$ cat config.mk
export PLATFORM = sky130hd
export DESIGN_NAME = riscv_bp_track
export DESIGN_NICKNAME = d
export VERILOG_FILES = /design/src/rtl/riscv_bp_track_pkg.sv /design/src/rtl/riscv_bp_fifo.sv /design/src/rtl/riscv_bp_track.sv
export SDC_FILE = /design/constraint.sdc
export NUM_CORES = 1
export LEC_CHECK = 0
export BUFFER_PORTS_ARGS = -buffer_cell sky130_fd_sc_hd__buf_2
export CORE_MARGIN = 5
export CORE_UTILIZATION = 45
export CTS_BUF_LIST = sky130_fd_sc_hd__clkbuf_16
export DETAILED_ROUTE_END_ITERATION = 16
export PLACE_DENSITY_LB_ADDON = 0.25
export SYNTH_ARGS = -nofsm -noshare
export SYNTH_HDL_FRONTEND = slang
export SYNTH_SLANG_ARGS = --single-unit
$ cat constraint.sdc
create_clock -name clk_i -period 9 [get_ports clk_i]
set_input_delay 0.9 -clock clk_i [delete_from_list [all_inputs] [get_ports clk_i]]
set_output_delay 0.9 -clock clk_i [all_outputs]
set_load 0.02 [all_outputs]
$ cat src/rtl/riscv_bp_track_pkg.sv
// Shared branch-predictor tracking types and default widths.
package riscv_bp_track_pkg;

    localparam int unsigned RV_XLEN   = 32;
    localparam int unsigned BP_HIST_W = 2;
    localparam int unsigned BP_PRED_W = 2;

    // One in-flight branch: its PC, the counter read at prediction time and
    // the speculative history used to index the predictor for it.
    typedef struct packed {
        logic [RV_XLEN-1:0]   pc;
        logic [BP_PRED_W-1:0] predict;
        logic [BP_HIST_W-1:0] history;
    } bp_entry_t;

endpackage

$ cat src/rtl/riscv_bp_fifo.sv
// In-flight branch queue: power-of-two depth, push/pop/clear, full/empty.
module riscv_bp_fifo #(
    parameter int unsigned W     = 36,
    parameter int unsigned DEPTH = 4
) (
    input  logic         clk_i,
    input  logic         rst_i,
    input  logic         push_i,
    input  logic         pop_i,
    input  logic         clear_i,
    input  logic [W-1:0] wdata_i,
    output logic [W-1:0] rdata_o,
    output logic         full_o,
    output logic         empty_o
);

    localparam int unsigned PW = $clog2(DEPTH);
    localparam int unsigned CW = PW + 1;

    logic [W-1:0]  mem [DEPTH];
    logic [PW-1:0] wr_ptr_q;
    logic [PW-1:0] rd_ptr_q;
    logic [CW-1:0] count_q;
    logic          do_push;
    logic          do_pop;

    // Full/empty decoded straight from the occupancy register
    always_comb begin
        full_o  = (count_q == CW'(DEPTH));
        empty_o = (count_q == '0);
        do_pop  = pop_i && !empty_o && !clear_i;
        do_push = push_i && (!full_o || pop_i) && !clear_i;
        rdata_o = mem[rd_ptr_q];
    end

    // Pointer and occupancy update; clear overrides any push/pop
    always_ff @(posedge clk_i or posedge rst_i) begin
        if (rst_i) begin
            wr_ptr_q <= '0;
            rd_ptr_q <= '0;
            count_q  <= '0;
        end else if (clear_i) begin
            wr_ptr_q <= '0;
            rd_ptr_q <= '0;
            count_q  <= '0;
        end else begin
            if (do_push) wr_ptr_q <= wr_ptr_q + PW'(1);
            if (do_pop)  rd_ptr_q <= rd_ptr_q + PW'(1);
            case ({do_push, do_pop})
                2'b10:   count_q <= count_q + CW'(1);
                2'b01:   count_q <= count_q - CW'(1);
                default: count_q <= count_q;
            endcase
        end
    end

    // Entry storage
    always_ff @(posedge clk_i) begin
        if (do_push) mem[wr_ptr_q] <= wdata_i;
    end

endmodule

$ cat src/rtl/riscv_bp_track.sv
// Tracks in-flight branches between ID and EX, maintains speculative and
// committed global history, and produces the predictor update.
module riscv_bp_track
    import riscv_bp_track_pkg::*;
#(
    parameter int unsigned XLEN           = RV_XLEN,
    parameter int unsigned BP_GLOBAL_BITS = BP_HIST_W,
    parameter int unsigned DEPTH          = 4
) (
    input  logic                      clk_i,
    input  logic                      rst_i,
    input  logic                      id_push_i,
    input  logic [XLEN-1:0]           id_pc_i,
    input  logic [1:0]                bp_predict_i,
    input  logic                      ex_resolve_i,
    input  logic                      ex_btaken_i,
    input  logic                      flush_i,
    output logic [BP_GLOBAL_BITS-1:0] rd_history_o,
    output logic [BP_GLOBAL_BITS-1:0] bu_bp_history_o,
    output logic [1:0]                bu_bp_predict_o,
    output logic                      bu_bp_btaken_o,
    output logic                      bu_bp_update_o,
    output logic [XLEN-1:0]           ex_pc_o,
    output logic                      mispredict_o,
    output logic                      full_o,
    output logic                      empty_o
);

    typedef struct packed {
        logic [XLEN-1:0]           pc;
        logic [BP_PRED_W-1:0]      predict;
        logic [BP_GLOBAL_BITS-1:0] history;
    } entry_t;

    localparam int unsigned EW = $bits(entry_t);

    logic [BP_GLOBAL_BITS-1:0] spec_hist_q, spec_hist_d;
    logic [BP_GLOBAL_BITS-1:0] comm_hist_q, comm_hist_d;
    entry_t                    push_entry;
    entry_t                    head;
    logic                      pop;
    logic                      mispred;
    logic                      push_ok;
    logic                      fifo_clear;
    logic                      fifo_full;
    logic                      fifo_empty;

    riscv_bp_fifo #(
        .W     (EW),
        .DEPTH (DEPTH)
    ) u_fifo (
        .clk_i   (clk_i),
        .rst_i   (rst_i),
        .push_i  (push_ok),
        .pop_i   (pop),
        .clear_i (fifo_clear),
        .wdata_i (push_entry),
        .rdata_o (head),
        .full_o  (fifo_full),
        .empty_o (fifo_empty)
    );

    // Resolve/mispredict decode and next-state for both history registers.
    // A mispredict clears the queue, which also drops the popped head and any
    // same-cycle push; speculative history then restarts from the new commit.
    always_comb begin
        pop         = ex_resolve_i && !fifo_empty;
        mispred     = pop && (head.predict[1] != ex_btaken_i);
        fifo_clear  = flush_i || mispred;
        push_ok     = id_push_i && !fifo_clear && (!fifo_full || pop);
        push_entry  = '{pc: id_pc_i, predict: bp_predict_i, history: spec_hist_q};

        comm_hist_d = comm_hist_q;
        if (pop) comm_hist_d = (comm_hist_q << 1) | BP_GLOBAL_BITS'(ex_btaken_i);

        spec_hist_d = spec_hist_q;
        if (fifo_clear)   spec_hist_d = comm_hist_d;
        else if (push_ok) spec_hist_d = (spec_hist_q << 1) | BP_GLOBAL_BITS'(bp_predict_i[1]);
    end

    // History registers
    always_ff @(posedge clk_i or posedge rst_i) begin
        if (rst_i) begin
            spec_hist_q <= '0;
            comm_hist_q <= '0;
        end else begin
            spec_hist_q <= spec_hist_d;
            comm_hist_q <= comm_hist_d;
        end
    end

    // Registered predictor update, one cycle after the pop
    always_ff @(posedge clk_i or posedge rst_i) begin
        if (rst_i) begin
            bu_bp_update_o  <= 1'b0;
            mispredict_o    <= 1'b0;
            bu_bp_btaken_o  <= 1'b0;
            bu_bp_predict_o <= '0;
            bu_bp_history_o <= '0;
            ex_pc_o         <= '0;
        end else begin
            bu_bp_update_o <= pop;
            mispredict_o   <= mispred;
            if (pop) begin
                bu_bp_btaken_o  <= ex_btaken_i;
                bu_bp_predict_o <= head.predict;
                bu_bp_history_o <= head.history;
                ex_pc_o         <= head.pc;
            end
        end
    end

    assign rd_history_o = spec_hist_q;
    assign full_o       = fifo_full;
    assign empty_o      = fifo_empty;

endmodule
======== Yosys cells after proc, flatten, opt, wreduce, memory -nomap -nowiden ========
Memory sizes are Yosys's and may differ from the RTL's.
Cells that the tools add are included.
Widths: inputs -> output; s select.
storage, ports and cells
  bits in registers ....................... 50
  bits in writable memories ............... 144
  output and inout port bits .............. 43
  logic and storage cells ................. 51
  memories kept ........................... 1
operators by class
  add/subtract/negate cells ............... 4
  equality and inequality tests ........... 4
  muxes and demuxes ....................... 11
  bitwise operators ....................... 2
  reductions and logical operators ........ 18
memories
  memory      words  width  rd ports  clocked after memory_dff  wr ports  RTL line             RTL
  u_fifo.mem  4      36     1         0                         1         riscv_bp_fifo.sv:20  logic [W-1:0] mem [DEPTH];
operators with widths
  operator             number
  $mux 2               7
  $logic_and 1x1->1    8
  $pmux 3 s2           1
  $reduce_bool 2->1    3
  $add 2x1->2 const B  2
  $or 2x1->2           2
  $add 3x1->3 const B  1
  $eq 3x3->1 const B   1
  $logic_not 1->1      3
  $logic_not 3->1      1
  $mux 3               1
  $reduce_bool 3->1    1
  $sub 3x1->3 const B  1
  $eq 2x1->1 const B   1
  $eq 2x2->1 const B   1
  $logic_or 1x1->1     2
  $mux 1               2
  $ne 1x1->1           1

======== Longest topological paths before layout ========
Gate-level depths: netlist of run 1.
  depth after elaboration ................. 13
  gate-level depth with buffers ........... 10
  mapped depth without buffers ............ 8

======== Cells and area by module ========
A second synthesis of run 1 with hierarchy kept.
second synthesis, totals
  cells, all modules ...................... 435
  area total of the unflattened synthesis .. 7433.4 um^2
modules (own cells, without submodules)
  module          times used  cells an instance  area an instance (um^2)  seq. area each (um^2)
  riscv_bp_fifo   1           250                5744.3                   4499.3
  riscv_bp_track  1           185                1689.1                   1076.0

======== Worst setup path before layout of run 1 ========
Ideal clock, no wire load.
  path kind ............................... register to register
  start ................................... register u_fifo.rd_ptr_q[0]
  end ..................................... memory u_fifo.mem[0][0], enable pin
  library setup time ...................... 0.474 ns
  arrival ................................. 3.888 ns
  data required time ...................... 8.526 ns
  setup slack ............................. 4.638 ns
  cell stages (with the launch flop) ...... 6
  path buffers ............................ 1
  clock period less this slack ............ 4.362 ns
  path through ............................ dfrtp_1 > mux4_2 > xnor2_4 > o21bai_1 > buf_2 > nor3_1
between the ends
  cells in the longest elaborated chain, start to end .. 11
ends and longest elaborated chain
  item                            RTL line                                   RTL
  start: declaration              riscv_bp_fifo.sv:22                        logic [PW-1:0] rd_ptr_q;
  start signal: assignment        riscv_bp_fifo.sv:48                        if (do_pop) rd_ptr_q <= rd_ptr_q + PW'(1);
  $mem_v2 4x36 *                  n/a
  $ne 1x1->1 *                    riscv_bp_track.sv:68                       mispred = pop && (head.predict[1] != ex_btaken_i);
  $logic_and 1x1->1 *             riscv_bp_track.sv:68
  $logic_or 1x1->1 *              riscv_bp_track.sv:69                       fifo_clear = flush_i || mispred;
  $logic_not 1->1 *               riscv_bp_fifo.sv:32, riscv_bp_track.sv:70
  $logic_and 1x1->1 (2 in a row)  riscv_bp_track.sv:70                       push_ok = id_push_i && !fifo_clear && (!fifo_full || pop);
  $logic_and 1x1->1               riscv_bp_fifo.sv:32                        do_push = push_i && (!full_o || pop_i) && !clear_i;
  $logic_and 1x1->1 *             riscv_bp_fifo.sv:32
  $mux 1 *                        riscv_bp_fifo.sv:59                        if (do_push) mem[wr_ptr_q] <= wdata_i;
  $mux 1 (implied by the code) *  riscv_bp_fifo.sv:59
  end: declaration                riscv_bp_fifo.sv:20
Mark *: on every way between the ends. The rest lies on a longest branch, timed or not.

======== Worst setup path after layout of run 1 ========
  start ................................... register u_fifo.rd_ptr_q[1]
  end ..................................... register u_fifo.count_q[2]
between the ends
  cells in the longest elaborated chain, start to end .. 12
  elaborated cells between the ends (all ways) .. 15
  those cells by class .................... eq/ne: 3; mux: 2; reduce/logical: 9; memory: 1
ends and longest elaborated chain
  item                                      RTL line                                                        RTL
  $mem_v2 4x36 *                            n/a
  $ne 1x1->1 *                              riscv_bp_track.sv:68
  $logic_and 1x1->1 *                       riscv_bp_track.sv:68
  $logic_or 1x1->1 *                        riscv_bp_track.sv:69
  $logic_not 1->1                           riscv_bp_fifo.sv:31, riscv_bp_fifo.sv:32, riscv_bp_track.sv:70
  $logic_and 1x1->1 (2 in a row)            riscv_bp_track.sv:70
  $logic_and 1x1->1 (2 in a row)            riscv_bp_fifo.sv:32
  $eq 2x1->1 or $eq 2x2->1 (tied branches)  riscv_bp_fifo.sv:49                                             case ({do_push, do_pop})
  $pmux 3 s2                                riscv_bp_fifo.sv:49
  $mux 3                                    riscv_bp_fifo.sv:42                                             end else if (clear_i) begin
  end signal: assignment                    riscv_bp_fifo.sv:50                                             2'b10: count_q <= count_q + CW'(1);
  end signal: assignment                    riscv_bp_fifo.sv:51                                             2'b01: count_q <= count_q - CW'(1);
  end signal: assignment                    riscv_bp_fifo.sv:52                                             default: count_q <= count_q;
  end: declaration                          riscv_bp_fifo.sv:23                                             logic [CW-1:0] count_q;
Marked as above.
A chain may end at the register's enable or synchronous reset.

==> results of run 1 <==
## worst paths after layout
path | endpoint | start | cells past startpoint
max | u_fifo.count_q[2] | u_fifo.rd_ptr_q[1] | 7
min | ex_pc_o[4] | ex_pc_o[4] | 2
max reg2reg | u_fifo.count_q[2] | u_fifo.rd_ptr_q[1] | 7
min reg2reg | ex_pc_o[4] | ex_pc_o[4] | 2
max in group asynchronous | u_fifo.rd_ptr_q[0] | rst_i | 2
min in group asynchronous | ex_pc_o[12] | rst_i | 2
## worst min-delay path: cells and delay by family, from the launching register on
| kind | cells | cell delay [ps] |
|---|---|---|
| and+or+nand+nor | 2 | 100 |
| DFF | 1 | 340 |
## logic make-up after synthesis
logic type,after synthesis,share of synthesized area
AO/OA/AOI/OAI,10,0.0108
flip-flops,194,0.762
AND/OR/NAND/NOR,142,0.0793
adder cells (fa/ha/maj),5,0.00957
buffers and inverters,26,0.0145
XOR/XNOR,4,0.00735
multiplexers,40,0.117
## flip-flops by register name (all words and copies together), names as in the netlist
register / count
bu_bp_btaken_o: 1
bu_bp_history_o: 2
bu_bp_predict_o: 2
bu_bp_update_o: 1
comm_hist_q: 2
ex_pc_o: 32
mispredict_o: 1
rd_history_o: 2
u_fifo.count_q: 3
u_fifo.mem: 144
u_fifo.rd_ptr_q: 2
u_fifo.wr_ptr_q: 2
## area by class of cell
| class | count | area share |
|---|---|---|
| inverters | 9 | 0.00393 |
| repair buffers | 92 | 0.0565 |
| multi-input cells | 201 | 0.194 |
| flip-flops and latches | 194 | 0.649 |
| clock inverters | 15 | 0.0149 |
| clock buffers | 17 | 0.0495 |
| well taps | 216 | 0.0315 |
## per-stage QoR
stage / total power [mW] / worst slack, ps / cells / hold slack, ps / area [µm²]
detailed placement: 1.65 / 5300 / 712 / 457 / 8040
global route: 2.43 / 5050 / 744 / 495 / 8590
finish: 2.31 / 5310 / 744 / 465 / 8590
floorplan: 1.47 / 4640 / 421 / 436 / 7320
CTS: 2.35 / 5280 / 744 / 473 / 8590
global placement: 1.63 / 5380 / 712 / 454 / 8040
## cells in the mapped netlist (all sizes together)
cell type	count	area, µm²
a21oi	3	15.0
or3b	1	8.76
and3	1	6.26
nand3b	1	7.51
a31oi	2	12.5
o31ai	1	12.5
nor2	5	18.8
or4b	1	10.0
fa	1	20.0
o211ai	1	7.51
nor2b	1	6.26
xor2	1	8.76
or3	1	6.26
o21bai	1	7.51
o221ai	1	8.76
mux2	4	45.0
dfrtp	50	1250
nor3	5	25.0
ha	4	50.1
mux4	36	811
xnor2	3	45.1
and2	2	15.0
nand2	120	450
buf	7	35.0
inv	9	33.8
edfxtp	144	4320
a221oi	1	15.0
nor3b	1	7.51
nand4	3	18.8
clkbuf	10	37.5
## power by group through the flow
stage,Clock [mW],Combinational [mW],Sequential (mW)
final,0.698,0.464,1.15
after global routing,0.753,0.513,1.17
after CTS,0.718,0.477,1.15
after detailed placement,0,0.476,1.17
after global placement,0,0.468,1.16
after floorplan,0,0.208,1.27
## metal layers
layer  track usage  up-vias  share of wire
li1              -     1747              -
met1         0.190     1889           0.42
met2         0.247       69           0.52
met3        0.0362       22          0.040
met4        0.0637        4          0.019
met5             0        -         0.0011
==> qor.csv, run 1 <==
stage;metric;value;unit
route;via count;3731;
floorplan;core area;15900;µm²
sta;max-slew violation count;0;
route;routed wire length per instance;17.6;µm
power_and_ir_drop;leakage power;3.29;nW
floorplan;die area;18900;µm²
global_routing;largest net degree at the start of global routing;51;
worst_setup_path;critical path arrival;4020;ps
sta;Achievable Freq;271;MHz
global_routing;first-pass GRT wire length;20.7;mm
cts;CTS hold repair buffers;0;
final_layout;Multi-input gate area;1670;µm²
sta;part of the cycle the worst path needs;0.409;
worst_setup_path;critical-path cell list;mux4_2 -> xnor2_4 -> o21bai_1 -> nor2_1 -> fa_1 -> or3b_1 -> a221oi_2;
logic_synthesis;Mean Syn Cell Area;17.4;µm²
sta;Slew HR;0.253;
worst_setup_path;Worst path max stage delay;1000;ps
route;drt total wl;13.1;mm
worst_setup_path;Critical-path top delay cell;dfrtp_2;
cts;CTS tree;done;
worst_setup_path;reg2reg setup slack;5310;ps
floorplan;I/O pin total;83;
worst_setup_path;CP required;9330;ps
floorplan;die span in x;138;µm
cts;clock-pin slew on the worst setup and hold paths;60;ps
final_layout;sequential cell area;5580;µm²
global_routing;total track usage;0.150;
worst_setup_path;CP max FO;37;
cts;Clock Tree Root;clkbuf_16;
final_layout;Layout area overhead;17.3;%
power_and_ir_drop;Pint;1.66;mW
logic_synthesis;YS warnings;0;
outcome;outcome;complete, no violations;
route;Residual DRC;0;
logic_synthesis;Mapped Area;7320;µm²
final_layout;nets;560;
power_and_ir_drop;pwr/cell area;269;nW/µm²
sta;Fin Clk Skew;6.20;ps
logic_synthesis;Synth Register Bits;194;
sta;setup TNS;0;ps
logic_synthesis;syn nets;466;
final_layout;share of cells above drive strength 1;0.316;
floorplan;Die Height;138;µm
route;Routed Antenna Nets;0;
worst_setup_path;CP Class;reg -> reg;
power_and_ir_drop;Sequential Power Share;0.497;
worst_setup_path;startpoint types;flop;
placed_design;Detail Placement HPWL;8.04;mm
job;total of max-cap violations;0;
cts;Clock Latency Late Sink;420;ps
sta;Period minus WS final;3690;ps
cts;H-tree depth;4;
worst_setup_path;cell family with most CP delay;flip-flops;
global_routing;vias in the first global route;3983;
placed_design;port bufs;82;
route;initial DRC count;225;
power_and_ir_drop;clock share of power;0.302;
route;DR pass1 iterations;4;
worst_setup_path;Critical Path End Type;flop;
route;Via-to-Cell Ratio;5.01;
global_routing;GRT Residual Overflow;0;
logic_synthesis;Seq/Total Area, Yosys;0.762;
cts;CTS Sinks;194;
sta;Tightest Pin Transition;1120;ps
cts;CTS buffer count;17;
power_and_ir_drop;NetSw;0.652;mW
worst_setup_path;Worst Path Buf+Inv;0;
sta;Final Hold Fails;0;
final_layout;most common cell after layout, fill and taps aside;edfxtp_1;
sta;RSZ-0062 raised after global routing;false;
final_layout;post-route core utilization;0.539;
floorplan;Initial Util;0.459;
logic_synthesis;post-synthesis cell count;421;
placed_design;GP Congestion;0.712;
power_and_ir_drop;Sw Share;0.282;
final_layout;number of fill cells;1308;
final_layout;ant diodes;0;
power_and_ir_drop;VDD IR max;0.000167;V
logic_synthesis;Unique masters post-synth;34;
floorplan;Rows;46;
sta;# setup viols final;0;
hold_path;worst min-delay path category;reg -> reg;
power_and_ir_drop;combinational share of power;0.201;
cts;clk buf depth;2;
cts;postcts setup bufs;0;
final_layout;most frequent cells in the layout;edfxtp_1, nand2_1, buf_2, dfrtp_1, mux4_2;
global_routing;initial antenna violation count;2;
cts;PostCTS Resize Cnt;0;
Note: power is estimated with default switching activity, not from simulation.
==> inputs of run 2 (changes only) <==
--- a/config.mk
+++ b/config.mk
@@ -5,6 +5,7 @@
 export SDC_FILE = /design/constraint.sdc
 export NUM_CORES = 1
 export LEC_CHECK = 0
+export ABC_AREA = 1
 export BUFFER_PORTS_ARGS = -buffer_cell sky130_fd_sc_hd__buf_2
 export CORE_MARGIN = 5
 export CORE_UTILIZATION = 45
==> constraint.sdc (replaced) <==
create_clock -name clk_i -period 3.55 [get_ports clk_i]
set_input_delay 0.355 -clock clk_i [delete_from_list [all_inputs] [get_ports clk_i]]
set_output_delay 0.355 -clock clk_i [all_outputs]
set_load 0.02 [all_outputs]
==> run 2 against run 1 <==
  * Sequential cell count is the same
  * Non-clock buffer count grew 2
  * Maximum frequency increased by 38%
  * Total power grew to 2.8 times the previous value
  * Via count is 23% higher
  * First-iteration DRC count rose by 68%
  * Utilization down 0.79 points
  * Count of clock-buffer cells in the layout stayed put
  * Highest routed layer is now met4
  * Worst setup slack lost 4400 ps
  * Clock skew up 5.7 ps
  * Design area up 1.4%
  * Routed wire length grew 15%
==> qor.csv, run 2 <==
stage;metric;value;unit
route;Top Metal Used;met4;
cts;Clock Tree Root;clkbuf_16;
logic_synthesis;Post-synth ARST share;0.258;
route;initial DRC count;378;
sta;max-slew violation count;0;
worst_setup_path;r2r worst-path depth;10;
final_layout;max reg flops;144;
floorplan;die area;19300;µm²
worst_setup_path;startpoint types;flop;
logic_synthesis;YS warnings;0;
worst_setup_path;RR Startpoint;u_fifo.rd_ptr_q[0];
cts;CTS Sinks;194;
sta;part of the cycle the worst path needs;0.751;
placed_design;pre-CTS worst setup slack;876;ps
worst_setup_path;Critical Path End Type;flop;
final_layout;share of cells above drive strength 1;0.215;
sta;setup TNS;0;ps
power_and_ir_drop;pwr/cell area;743;nW/µm²
cts;H-tree depth;4;
hold_path;min-delay src;id_pc_i[2];
final_layout;ant diodes;0;
placed_design;GP Congestion;0.821;
final_layout;Layout area overhead;16.6;%
floorplan;Initial Util;0.455;
final_layout;register with the most flip-flops;u_fifo.mem;
sta;Period minus WS final;2660;ps
route;DR pass1 iterations;4;
cts;clk buf depth;2;
route;drt total wl;15.0;mm
placed_design;Detail Placement HPWL;9.41;mm
placed_design;port bufs;82;
final_layout;number of fill cells;1364;
logic_synthesis;Seq/Total Area, Yosys;0.746;
logic_synthesis;Synth top area share;0.579;
logic_synthesis;Mapped Area;7470;µm²
floorplan;core area;16400;µm²
placed_design;Inst Count DP;879;
cts;CTS buffer count;17;
floorplan;Die Height;139;µm
cts;CTS hold repair buffers;1;
global_routing;initial antenna violation count;0;
global_routing;first-pass GRT wire length;24.2;mm
hold_path;hold depth;1;
global_routing;GRT Residual Overflow;0;
route;Routed Antenna Nets;0;
cts;clock-pin slew on the worst setup and hold paths;60;ps
worst_setup_path;CP required;3680;ps
floorplan;die span in x;139;µm
logic_synthesis;Post-synth EDFFs;144;
power_and_ir_drop;leakage power;3.28;nW
sta;# setup viols final;0;
logic_synthesis;top-count cell post-synth;nor2_1;
logic_synthesis;Mean Syn Cell Area;12.5;µm²
route;met3 wire length;670;µm
route;Via-to-Cell Ratio;5.01;
job;total of max-cap violations;0;
worst_setup_path;CP max FO;26;
sta;RSZ-0062 raised after global routing;false;
logic_synthesis;Synth top cells by count;nor2_1, edfxtp_1, o21ai_0;
sta;Fin Clk Skew;11.9;ps
final_layout;Largest regs;u_fifo.mem: 144 flops, ex_pc_o: 32 flops, u_fifo.count_q: 3 flops;
route;via count;4571;
route;Residual DRC;0;
floorplan;I/O pin total;83;
route;routed wire length per instance;16.4;µm
logic_synthesis;Unique masters post-synth;27;
floorplan;Rows;47;
cts;CTS tree;done;
global_routing;vias in the first global route;4682;
cts;Clock Latency Late Sink;430;ps
global_routing;largest net degree at the start of global routing;78;
sta;Slew HR;0.482;
logic_synthesis;Synth Register Bits;194;
worst_setup_path;critical path arrival;2790;ps
logic_synthesis;ys flop type;edfxtp_1;
cts;PostCTS Resize Cnt;0;
final_layout;most frequent cells in the layout;nor2_1, edfxtp_1, buf_2, o21ai_0, dfrtp_1;
worst_setup_path;CP Class;reg -> reg;
outcome;outcome;complete, no violations;
logic_synthesis;syn nets;641;
hold_path;Hold Path End;u_fifo.mem[1][6];
cts;postcts setup bufs;0;
power_and_ir_drop;VDD IR max;0.000418;V
hold_path;worst min-delay path category;in -> reg;
final_layout;post-route insts no fill;912;
sta;Final Hold Fails;0;
worst_setup_path;reg2reg setup slack;890;ps
logic_synthesis;post-synthesis cell count;596;
sta;Tightest Pin Transition;776;ps
global_routing;total track usage;0.160;
final_layout;most common cell after layout, fill and taps aside;nor2_1;
final_layout;nets;724;
route;metal2 WL;7.24;mm
logic_synthesis;Yosys top cell by area;edfxtp_1;
sta;Achievable Freq;375;MHz
sta;final worst setup slack;885;ps
logic_synthesis;top post-synthesis cells by area;edfxtp_1, dfrtp_1, nor2_1;
route;Routed met1 length;6.92;mm
worst_setup_path;reg2reg end;u_fifo.mem[2][31];
run 2: cell types whose count changed in the layout (fill, tap and decap cells not counted), moves of 5 or more:
cell	change
a31oi_1	+33
inv_1	+8
mux4_2	-36
nand2_1	-95
nand2_2	+7
nand3_1	+7
nand3_2	+5
nor2_1	+174
nor2_4	+6
o21ai_0	+70
o21ai_1	+5
run 2: kinds of logic after synthesis:
kind of cell    synth area share
simple gates               0.133
fa+ha+maj                0.00938
flops                      0.746
compound gates            0.0796
xor+xnor                 0.00235
buf+inv                   0.0290
run 2: area by class of cell:
cell class	instances	area, µm²	share of cell area
sequential	194	5580	0.641
clock buffer	17	425	0.0489
multi-input combinational	352	1710	0.196
inverter	20	77.6	0.00891
timing repair buffer	94	541	0.0621
clock inverter	15	104	0.0119
tap	220	275	0.0316
run 2: worst max-delay path, cell delays in order, from the launching register on:
cell and delay (ps):
dfrtp_2 420, inv_2 300, nand2_1 180, nand3_4 100, nand3_2 100, nand3_2 120
nand2_2 120, nor2_4 170, inv_2 120, nor2_4 480, buf_12 240
run 2: worst max-delay path by stage:
stage	startpoint	endpoint	cells after the start
floorplan	u_fifo.count_q[0]	u_fifo.mem[0][0]	7
global placement	u_fifo.rd_ptr_q[1]	u_fifo.mem[2][27]	10
detailed placement	u_fifo.rd_ptr_q[1]	u_fifo.mem[2][17]	10
CTS	u_fifo.rd_ptr_q[1]	u_fifo.mem[2][22]	10
global route	u_fifo.rd_ptr_q[1]	u_fifo.mem[2][3]	10
finish	u_fifo.rd_ptr_q[0]	u_fifo.mem[2][31]	10
run 2: routing by layer:
metal | global-route usage | up-vias
met5 | 0 | -
met4 | 0.0494 | 0
met3 | 0.0400 | 12
met2 | 0.259 | 113
met1 | 0.215 | 2209
li1 | - | 2237
run 2: per-stage QoR:
step | util | cell area (µm²) | power (mW) | hold WS [ps]
CTS | 0.531 | 8710 | 6.55 | 131
global route | 0.531 | 8710 | 6.87 | 128
finish | 0.531 | 8710 | 6.47 | 150
floorplan | - | 7470 | 4.24 | 454
global placement | 0.498 | 8170 | 4.78 | 417
detailed placement | 0.498 | 8170 | 4.81 | 428
run 2: power breakdown:
| group | switching, mW | leakage [nW] | internal (mW) |
|---|---|---|---|
| logic | 1.19 | 1.13 | 0.548 |
| clock network | 0.779 | 0.261 | 0.945 |
| registers | 0.187 | 1.88 | 2.82 |
| total | 2.16 | 3.28 | 4.31 |
==> inputs of run 3 (changes only) <==
--- a/config.mk
+++ b/config.mk
@@ -5,7 +5,7 @@
 export SDC_FILE = /design/constraint.sdc
 export NUM_CORES = 1
 export LEC_CHECK = 0
-export ABC_AREA = 1
+export ABC_AREA = 0
 export BUFFER_PORTS_ARGS = -buffer_cell sky130_fd_sc_hd__buf_2
 export CORE_MARGIN = 5
 export CORE_UTILIZATION = 45
==> constraint.sdc (replaced) <==
create_clock -name clk_i -period 2.5 [get_ports clk_i]
set_input_delay 0.25 -clock clk_i [delete_from_list [all_inputs] [get_ports clk_i]]
set_output_delay 0.25 -clock clk_i [all_outputs]
set_load 0.02 [all_outputs]
==> run 3 against run 2 <==
  * Worst setup slack lost 820 ps
  * Die area shrank 1.9%
  * Maximum frequency grew 9.7%
  * Sequential power grew 38%
  * Utilization grew 1.8 points
  * Worst hold slack lost 110 ps
  * Cell count shrank 17%
  * Clock power grew 51%
  * Largest power group unchanged
==> qor.csv, run 3 (synthesis gave the netlist of run 1 again) <==
stage;metric;value;unit
outcome;outcome;complete, no violations;
worst_setup_path;Critical Path End Type;flop;
global_routing;first-pass GRT wire length;22.3;mm
final_layout;Layout area overhead;19.4;%
placed_design;port bufs;82;
floorplan;die span in x;138;µm
cts;clk buf depth;2;
placed_design;placed instance area;8150;µm²
final_layout;max reg flops;144;
sta;Fin Clk Skew;8.79;ps
cts;CTS Sinks;194;
sta;RSZ-0062 raised after global routing;false;
floorplan;Rows;46;
worst_setup_path;RR Startpoint;u_fifo.rd_ptr_q[0];
worst_setup_path;cell family with most CP delay;multiplexers;
cts;H-tree depth;4;
hold_path;worst min-delay path category;in -> reg;
sta;Final Hold Fails;0;
global_routing;vias in the first global route;4098;
worst_setup_path;Critical-path top delay cell;mux4_2;
final_layout;share of cells above drive strength 1;0.337;
route;Routed Antenna Nets;0;
floorplan;Die Height;138;µm
worst_setup_path;startpoint types;flop;
sta;Period minus WS final;2430;ps
route;initial DRC count;250;
cts;CTS buffer count;17;
route;Via-to-Cell Ratio;5.13;
floorplan;I/O pin total;83;
final_layout;final instance area;8740;µm²
final_layout;register with the most flip-flops;u_fifo.mem;
worst_setup_path;reg2reg end;u_fifo.count_q[2];
route;Residual DRC;0;
cts;postcts setup bufs;0;
global_routing;largest net degree at the start of global routing;43;
route;DR pass1 iterations;4;
final_layout;most common cell after layout, fill and taps aside;edfxtp_1;
floorplan;Initial Util;0.459;
worst_setup_path;critical-path cell list;mux4_2 -> xnor2_4 -> o21bai_4 -> nor2_4 -> fa_2 -> or3b_1 -> a221oi_2;
sta;max-slew violation count;0;
route;routed wire length per instance;18.6;µm
worst_setup_path;r2r worst-path depth;7;
floorplan;core area;15900;µm²
worst_setup_path;Worst Path Buf+Inv;0;
power_and_ir_drop;Total Power;8.48;mW
cts;clock-pin slew on the worst setup and hold paths;70;ps
sta;part of the cycle the worst path needs;0.972;
cts;Clock Latency Late Sink;420;ps
power_and_ir_drop;leakage power;3.36;nW
cts;Clock Tree Root;clkbuf_16;
placed_design;Inst Count DP;723;
worst_setup_path;reg2reg setup slack;70;ps
final_layout;most frequent cells in the layout;edfxtp_1, nand2_1, buf_2, dfrtp_1, mux4_2;
power_and_ir_drop;pwr/cell area;970;nW/µm²
final_layout;post-route insts no fill;756;
sta;# setup viols final;0;
job;total of max-cap violations;0;
hold_path;Hold Path End;u_fifo.mem[3][7];
hold_path;min-delay src;id_pc_i[3];
sta;Slew HR;0.504;
placed_design;GP Congestion;0.760;
worst_setup_path;CP max FO;3;
worst_setup_path;CP required;2830;ps
worst_setup_path;CP Class;reg -> reg;
worst_setup_path;critical path arrival;2760;ps
sta;Tightest Pin Transition;743;ps
hold_path;hold depth;1;
global_routing;initial antenna violation count;0;
power_and_ir_drop;VDD IR max;0.000602;V
final_layout;ant diodes;0;
sta;Achievable Freq;412;MHz
worst_setup_path;Worst path max stage delay;570;ps
route;via count;3876;
cts;CTS tree;done;
floorplan;die area;18900;µm²
placed_design;Detail Placement HPWL;9.08;mm
final_layout;nets;572;
global_routing;GRT Residual Overflow;0;
route;drt total wl;14.1;mm
global_routing;total track usage;0.159;
final_layout;Largest regs;u_fifo.mem: 144 flops, ex_pc_o: 32 flops, u_fifo.count_q: 3 flops;
sta;setup TNS;0;ps
==> run 3: changes by cell type in the layout (fill, tap and decap cells not counted), moves of 7 or more <==
cell	change
a31oi_1	-33
buf_4	+13
inv_1	-9
mux4_2	+36
nand2_1	+95
nand2_2	-7
nand3_1	-7
nor2_1	-175
o21ai_0	-70
==> run 3: area by class of cell <==
cell class | count | area, µm²
multi-input cells | 201 | 1710
fillers | 1280 | 7200
inverters | 9 | 33.8
clock inverters | 15 | 143
clock buffers | 17 | 425
repair buffers | 104 | 578
well taps | 216 | 270
flip-flops and latches | 194 | 5580
==> run 3: stage by stage <==
stage	hold WS [ps]	utilization	setup WS, ps
after floorplan	310	-	-208
after global placement	351	0.511	44.1
after detailed placement	374	0.511	-33.4
after CTS	12.0	0.548	37.9
after global routing	24.7	0.548	2.11
final	39.6	0.548	70.1
==> run 3: report_power, final <==
part | internal [mW] | leakage, nW | switching [mW]
clock | 1.46 | 0.263 | 1.13
sequential | 3.91 | 1.93 | 0.225
combinational | 0.650 | 1.16 | 1.09
total | 6.02 | 3.36 | 2.45
==> run 3: layer usage <==
metal | track usage | vias up | share of wire
met4 | 0.0460 | 0 | 0.0098
li1 | - | 1770 | -
met1 | 0.212 | 2010 | 0.42
met2 | 0.262 | 84 | 0.52
met3 | 0.0409 | 12 | 0.047
met5 | 0 | - | 0
==> run 3: worst max-delay path by stage <==
stage | from | endpoint | slack, ps | depth (start not counted)
4_1_cts | u_fifo.rd_ptr_q[0] | u_fifo.count_q[2] | 40 | 7
5_1_grt | u_fifo.rd_ptr_q[0] | u_fifo.count_q[2] | 2 | 7
3_3_place_gp | u_fifo.rd_ptr_q[0] | u_fifo.count_q[2] | 40 | 7
6_report | u_fifo.rd_ptr_q[0] | u_fifo.count_q[2] | 70 | 7
2_1_floorplan | u_fifo.rd_ptr_q[0] | u_fifo.mem[0][0] | -210 | 5
3_5_place_dp | u_fifo.rd_ptr_q[0] | u_fifo.count_q[2] | -30 | 7
==> run 3: timing repair <==
item / 4_1_cts / 5_1_grt
setup endpoints to repair: 1 / 1
hold buffers: 1 / 0
endpoints found under the hold margin: 26 / 0
resized for setup: 1 / 1
